## config.mk

```make
export PLATFORM = sky130hd
export DESIGN_NAME = fiber_sram_arbiter
export DESIGN_NICKNAME = d
export VERILOG_FILES = /design/src/rtl/fiber_sram_arbiter_pkg.sv /design/src/rtl/fiber_sram_arbiter.sv
export SDC_FILE = /design/constraint.sdc
export NUM_CORES = 1
export LEC_CHECK = 0
export ABC_AREA = 1
export CELL_PAD_IN_SITES_DETAIL_PLACEMENT = 0
export CELL_PAD_IN_SITES_GLOBAL_PLACEMENT = 2
export CORE_MARGIN = 5
export CORE_UTILIZATION = 10
export CTS_CLUSTER_SIZE = 10
export DETAILED_ROUTE_END_ITERATION = 6
export GPL_ROUTABILITY_DRIVEN = 0
export PLACE_DENSITY = 0.95
export SYNTH_ARGS = -nofsm -noshare
export SYNTH_HDL_FRONTEND = slang
export SYNTH_SLANG_ARGS = --single-unit
```

## constraint.sdc

```tcl
create_clock -name clk -period 1.6 [get_ports clk]
set_clock_uncertainty 0.15 [all_clocks]
set_input_delay 0.4 -clock clk [delete_from_list [all_inputs] [get_ports clk]]
set_output_delay 0.4 -clock clk [all_outputs]
set_load 0.01 [all_outputs]
```

## src/rtl/fiber_sram_arbiter_pkg.sv

```systemverilog
// Shared types for the fiber SRAM arbiter.
// Grant encoding and arbitration mode constants.
package fiber_sram_arbiter_pkg;

    typedef enum logic [1:0] {
        GNT_NONE = 2'd0,
        GNT_RD   = 2'd1,
        GNT_WR   = 2'd2
    } gnt_e;

    localparam logic PRIO_RR = 1'b0;
    localparam logic PRIO_RD = 1'b1;

endpackage

```

## src/rtl/fiber_sram_arbiter.sv

```systemverilog
// Single-port SRAM arbiter between a write scanner and a read scanner.
// Round-robin or read-priority with a write starvation guard.
module fiber_sram_arbiter
    import fiber_sram_arbiter_pkg::*;
#(
    parameter int ADDR_W     = 9,
    parameter int DATA_W     = 64,
    parameter int STARVE_MAX = 4
) (
    input  logic              clk,
    input  logic              rst_n,
    input  logic              clk_en,
    input  logic              flush,
    input  logic              prio_mode,
    input  logic              wr_req,
    input  logic [ADDR_W-1:0] wr_addr,
    input  logic [DATA_W-1:0] wr_data,
    output logic              wr_gnt,
    input  logic              rd_req,
    input  logic [ADDR_W-1:0] rd_addr,
    output logic              rd_gnt,
    output logic [DATA_W-1:0] rd_data,
    output logic              rd_data_valid,
    output logic [ADDR_W-1:0] addr_to_mem,
    output logic [DATA_W-1:0] data_to_mem,
    output logic              wen_to_mem,
    output logic              ren_to_mem,
    input  logic [DATA_W-1:0] data_from_mem
);

    localparam int CNT_W = $clog2(STARVE_MAX + 1);
    localparam logic [CNT_W-1:0] STARVE_LIM = CNT_W'(STARVE_MAX);

    gnt_e             r_last_gnt;
    gnt_e             w_last_gnt_nxt;
    logic [CNT_W-1:0] r_wr_starve;
    logic [CNT_W-1:0] w_wr_starve_nxt;
    logic             r_rd_valid;
    logic             w_rd_valid_nxt;
    gnt_e             w_gnt;
    logic             w_active;

    // Grants are suppressed while frozen, flushing or held in reset.
    assign w_active = rst_n & clk_en & ~flush;

    always_ff @(posedge clk) begin
        if (!rst_n || flush) begin
            r_last_gnt  <= GNT_WR;
            r_wr_starve <= '0;
            r_rd_valid  <= 1'b0;
        end else if (clk_en) begin
            r_last_gnt  <= w_last_gnt_nxt;
            r_wr_starve <= w_wr_starve_nxt;
            r_rd_valid  <= w_rd_valid_nxt;
        end
    end

    always_comb begin
        w_gnt = GNT_NONE;
        if (w_active) begin
            if (wr_req && rd_req) begin
                if (prio_mode == PRIO_RR) begin
                    w_gnt = (r_last_gnt == GNT_RD) ? GNT_WR : GNT_RD;
                end else begin
                    w_gnt = (r_wr_starve == STARVE_LIM) ? GNT_WR : GNT_RD;
                end
            end else if (wr_req) begin
                w_gnt = GNT_WR;
            end else if (rd_req) begin
                w_gnt = GNT_RD;
            end
        end
    end

    always_comb begin
        w_last_gnt_nxt  = r_last_gnt;
        w_wr_starve_nxt = r_wr_starve;
        w_rd_valid_nxt  = r_rd_valid;
        if (w_active) begin
            if (w_gnt != GNT_NONE) begin
                w_last_gnt_nxt = w_gnt;
            end
            if (wr_req && (w_gnt != GNT_WR)) begin
                if (r_wr_starve != STARVE_LIM) begin
                    w_wr_starve_nxt = r_wr_starve + 1'b1;
                end
            end else begin
                w_wr_starve_nxt = '0;
            end
            w_rd_valid_nxt = (w_gnt == GNT_RD);
        end
    end

    always_comb begin
        wr_gnt        = (w_gnt == GNT_WR);
        rd_gnt        = (w_gnt == GNT_RD);
        wen_to_mem    = wr_gnt;
        ren_to_mem    = rd_gnt;
        addr_to_mem   = '0;
        data_to_mem   = '0;
        if (wr_gnt) begin
            addr_to_mem = wr_addr;
            data_to_mem = wr_data;
        end else if (rd_gnt) begin
            addr_to_mem = rd_addr;
        end
        // A flush or reset kills the return of an in-flight read.
        rd_data_valid = r_rd_valid & rst_n & ~flush;
        rd_data       = rd_data_valid ? data_from_mem : '0;
    end

endmodule

```

==> run summary <==
The power per cell area came out at 215 mW/mm². Net switching is 30.3% of the power. The share of layout cells above drive strength 1 is 52.9%. The pin slew with the least headroom to its limit is 0.249 ns. The worst voltage drop across the vdd grid came out at 261 µV. Setup repair after global routing could not meet its margin everywhere. Entering global routing, the biggest net connects 11 pins. The finished cells cover 0.00694 mm². The commonest cells after synthesis are sky130_fd_sc_hd__inv_1 (141), sky130_fd_sc_hd__nor2_1 (96), sky130_fd_sc_hd__nor2_4 (40), sky130_fd_sc_hd__nand2_1 (19), sky130_fd_sc_hd__a22o_1 (9).

The register share of total power came out at 10.8%. The number of antenna violations at the first check in global routing is 0. Hold is met by 0.353 ns. TritonCTS built the clock tree.

The leading cell type by number of instances after synthesis is sky130_fd_sc_hd__inv_1. The portion of total power attributed to combinational logic is 62.2%. The number of enable flip-flop cells after synthesis came out at 0. The placed wire-length estimate came out at 9820 µm. Compared with the post-synthesis result, the final layout area differs by 265%. The critical-path cell with the highest stage delay is sky130_fd_sc_hd__dfxtp_2.

The design draws 1.49 mW. Derived from the worst setup path, the maximum achievable clock frequency is 463 MHz. The post-synthesis cell type with the largest combined area is sky130_fd_sc_hd__inv_1.

CTS saw 6 sinks. The largest stage delay on the critical path is 0.32 ns. The first global-routing pass estimated 17300 µm of wire.

The type of element capturing the critical path is an output pin. In this run the power spent charging and discharging nets is 0.452 mW. In this design, the critical path's most frequently occurring cell is sky130_fd_sc_hd__nand3_4. The tree is rooted in a sky130_fd_sc_hd__clkbuf_16.

The register area share after synthesis is 6.31%. The core footprint is 0.0187 mm². The number of global-route vias before repair came to 3083.

The I/O pin total is 295. The number of library cell types mapped by synthesis is 22. The min-delay analysis places its worst path in the category flip-flop to flip-flop. Summed over all cells, the static leakage comes to 3.32 nW. The signal on the critical path passes through inv_2, ha_4, nand3_4, nand3_4, nand2_8, inv_8, buf_12, a22o_1, buf_2.

The total global routing track utilization is 9.82%. In this run the number of H-tree levels came out at 1. The internal cell power came out at 1.04 mW.

The finished layout holds 933 standard cells, fillers aside. The placement-stage worst setup slack is -1.29 ns. The gate count after technology mapping came out at 348. The final critical delay including setup and external delays is 2.16 ns. The run finished, with violations left. The die is 148 µm tall. In the post-route analysis, the smallest setup slack over all paths is -0.558 ns.

The share of synthesized flip-flops with an asynchronous set or reset came out at 0%. The number of antenna cells inserted is 0. The max-slew violation total from the final report is 0. The total grt overflow came out at 0. The starting density of the core came out at 10.2%. The synthesized area came out at 0.00190 mm².

For this block, the via count after detailed routing is 3163. The setup path with the least slack is of type flip-flop to output pin. By area the synthesized netlist is led by sky130_fd_sc_hd__inv_1 (28%), sky130_fd_sc_hd__nor2_4 (24%), sky130_fd_sc_hd__nor2_1 (19%), sky130_fd_sc_hd__dfxtp_1 (6.3%), sky130_fd_sc_hd__buf_12 (4.2%).

Headroom to the max-slew limit came out at 83.3%. After floorplanning, the core was divided into 50 placement rows. Counting every net in the synthesized netlist gives 503.

After detailed routing, the number of vias per cell comes to 3.39. The count of unresolved DRC violations after routing came out at 0. During synthesis, Yosys emitted a total of 0 warnings. The insertion delay to the later sink of the worst-skew pair is 0.23 ns. The area share of the leading cell type in the synthesized netlist is 27.8%.

Of all nets on the critical path, the largest fanout is 6. The number of hold violations in the final report is 0. The count of placed standard cells including taps is 894. The detailed-route wire length came out at 12100 µm. The first detailed-routing pass took 4 iterations. The wire length per cell came out at 13.0 µm. The count of input and output buffers came out at 294. The register clock-pin slew on the reported worst setup and hold paths came out at 0.03 ns. The final setup violation count is 146.

The final layout contains 856 nets. The number of buffers added by the clock tree synthesis step came out at 3. The remaining antenna violation count is 0. Among all flip-flop cells after synthesis, the most frequent one is sky130_fd_sc_hd__dfxtp_1. At the worst endpoint, the arrival time is 1.61 ns.

After layout, the worst path uses 135% of the clock period. The buffer depth of the longest clock path is 2. The initial DRC count came out at 37. Averaged over all synthesized cells, the footprint is 5.47 µm². The clock group share of total power is 26.9%. The max-cap check violation count is 0. The total of flip-flops plus latches after synthesis is 6.

STA puts the critical path data required time at 1.05 ns. The instance area after placement came out at 0.00578 mm². The element type at the critical path start is a flip-flop. The floorplan die area came out at 0.0219 mm². The die span in x is 148 µm. The count of hold buffers inserted by post-cts repair came out at 0. The checks that failed: setup timing.
## per-layer routing
| layer | GRT usage (%) | up-vias | routed length [µm] |
|---|---|---|---|
| met4 | 0.139 | 0 | 0 |
| met1 | 11.5 | 1398 | 4430 |
| met3 | 2.39 | 0 | 974 |
| met5 | 0 | - | 0 |
| li1 | - | 1626 | - |
| met2 | 19.0 | 139 | 6730 |
## final cells by class
type	instances	area, µm²
Fill cell	1859	11800
Timing Repair Buffer	364	4020
Multi-Input combinational cell	181	1860
Inverter	145	571
Tap cell	234	293
Sequential cell	6	124
Clock buffer	3	75.1
## repair_timing
action,CTS,global route
pin swaps,9,17
cloned,7,3
setup endpoints to repair,148,146
gates resized for setup,740,130
buffers inserted,22,11
## sequential cells by signal, indices dropped and copies added, names as in the netlist
signal	count
r_wr_starve	3
r_last_gnt	2
r_rd_valid	1
## critical path, delay by kind of cell, from the launching register on
kind	cells	cell delay (ns)
fa+ha+maj	1	0.16
flops	1	0.32
compound gates	1	0.21
buf+inv	4	0.37
simple gates	3	0.31
## cell usage in the layout (no fill, tap or decap)
cell type,count
sky130_fd_sc_hd__a22o_1,8
sky130_fd_sc_hd__a22o_4,1
sky130_fd_sc_hd__a31oi_1,1
sky130_fd_sc_hd__buf_12,20
sky130_fd_sc_hd__buf_16,3
sky130_fd_sc_hd__buf_2,12
sky130_fd_sc_hd__buf_4,22
sky130_fd_sc_hd__buf_6,152
sky130_fd_sc_hd__buf_8,2
sky130_fd_sc_hd__clkbuf_16,6
sky130_fd_sc_hd__clkdlybuf4s15_1,1
sky130_fd_sc_hd__clkdlybuf4s50_1,146
sky130_fd_sc_hd__clkinv_2,1
sky130_fd_sc_hd__clkinv_4,1
sky130_fd_sc_hd__dfxtp_1,3
sky130_fd_sc_hd__dfxtp_2,3
sky130_fd_sc_hd__dlygate4sd2_1,3
sky130_fd_sc_hd__ha_1,1
sky130_fd_sc_hd__ha_4,1
sky130_fd_sc_hd__inv_1,137
sky130_fd_sc_hd__inv_2,2
sky130_fd_sc_hd__inv_4,2
sky130_fd_sc_hd__inv_8,2
sky130_fd_sc_hd__nand2_1,12
sky130_fd_sc_hd__nand2_2,4
sky130_fd_sc_hd__nand2_4,1
sky130_fd_sc_hd__nand2_8,4
sky130_fd_sc_hd__nand3_1,3
sky130_fd_sc_hd__nand3_2,1
sky130_fd_sc_hd__nand3_4,4
sky130_fd_sc_hd__nor2_1,11
sky130_fd_sc_hd__nor2_2,2
sky130_fd_sc_hd__nor2_4,124
sky130_fd_sc_hd__o21ai_0,1
sky130_fd_sc_hd__o21bai_1,1
sky130_fd_sc_hd__xor2_1,1
## cells by family (layout without fill, tap and decap cells)
family	Yosys count	count (layout)	share of synthesized area (%)
fa+ha+maj	2	2	1.31
compound gates	12	12	5.13
buf+inv	162	512	36.9
flops	6	6	6.31
simple gates	165	166	49.9
xor+xnor	1	1	0.460
## power groups by stage
stage,Sequential [mW],Clock [mW],Combinational (mW)
5_1_grt,0.162,0.422,0.991
3_3_place_gp,0.160,0,0.791
4_1_cts,0.161,0.412,0.863
2_1_floorplan,0.160,0,0.273
3_5_place_dp,0.160,0,0.797
6_report,0.161,0.401,0.928
## worst paths after layout
path	from	to	slack [ns]	cells after the start
min	r_last_gnt[0]	r_last_gnt[0]	0.35	2
max	r_wr_starve[0]	addr_to_mem[5]	-0.56	9
min reg2reg	r_last_gnt[0]	r_last_gnt[0]	0.35	2
max reg2reg	r_wr_starve[0]	r_last_gnt[1]	-0.04	10
## stage by stage
step / util (%) / TNS, ns
after floorplan: - / -7.04
after global placement: 30.9 / -161.92
after detailed placement: 30.9 / -163.72
after CTS: 33.9 / -58.39
after global routing: 37.1 / -63.77
final: 37.1 / -53.27
(Power assumes the default switching activity.)
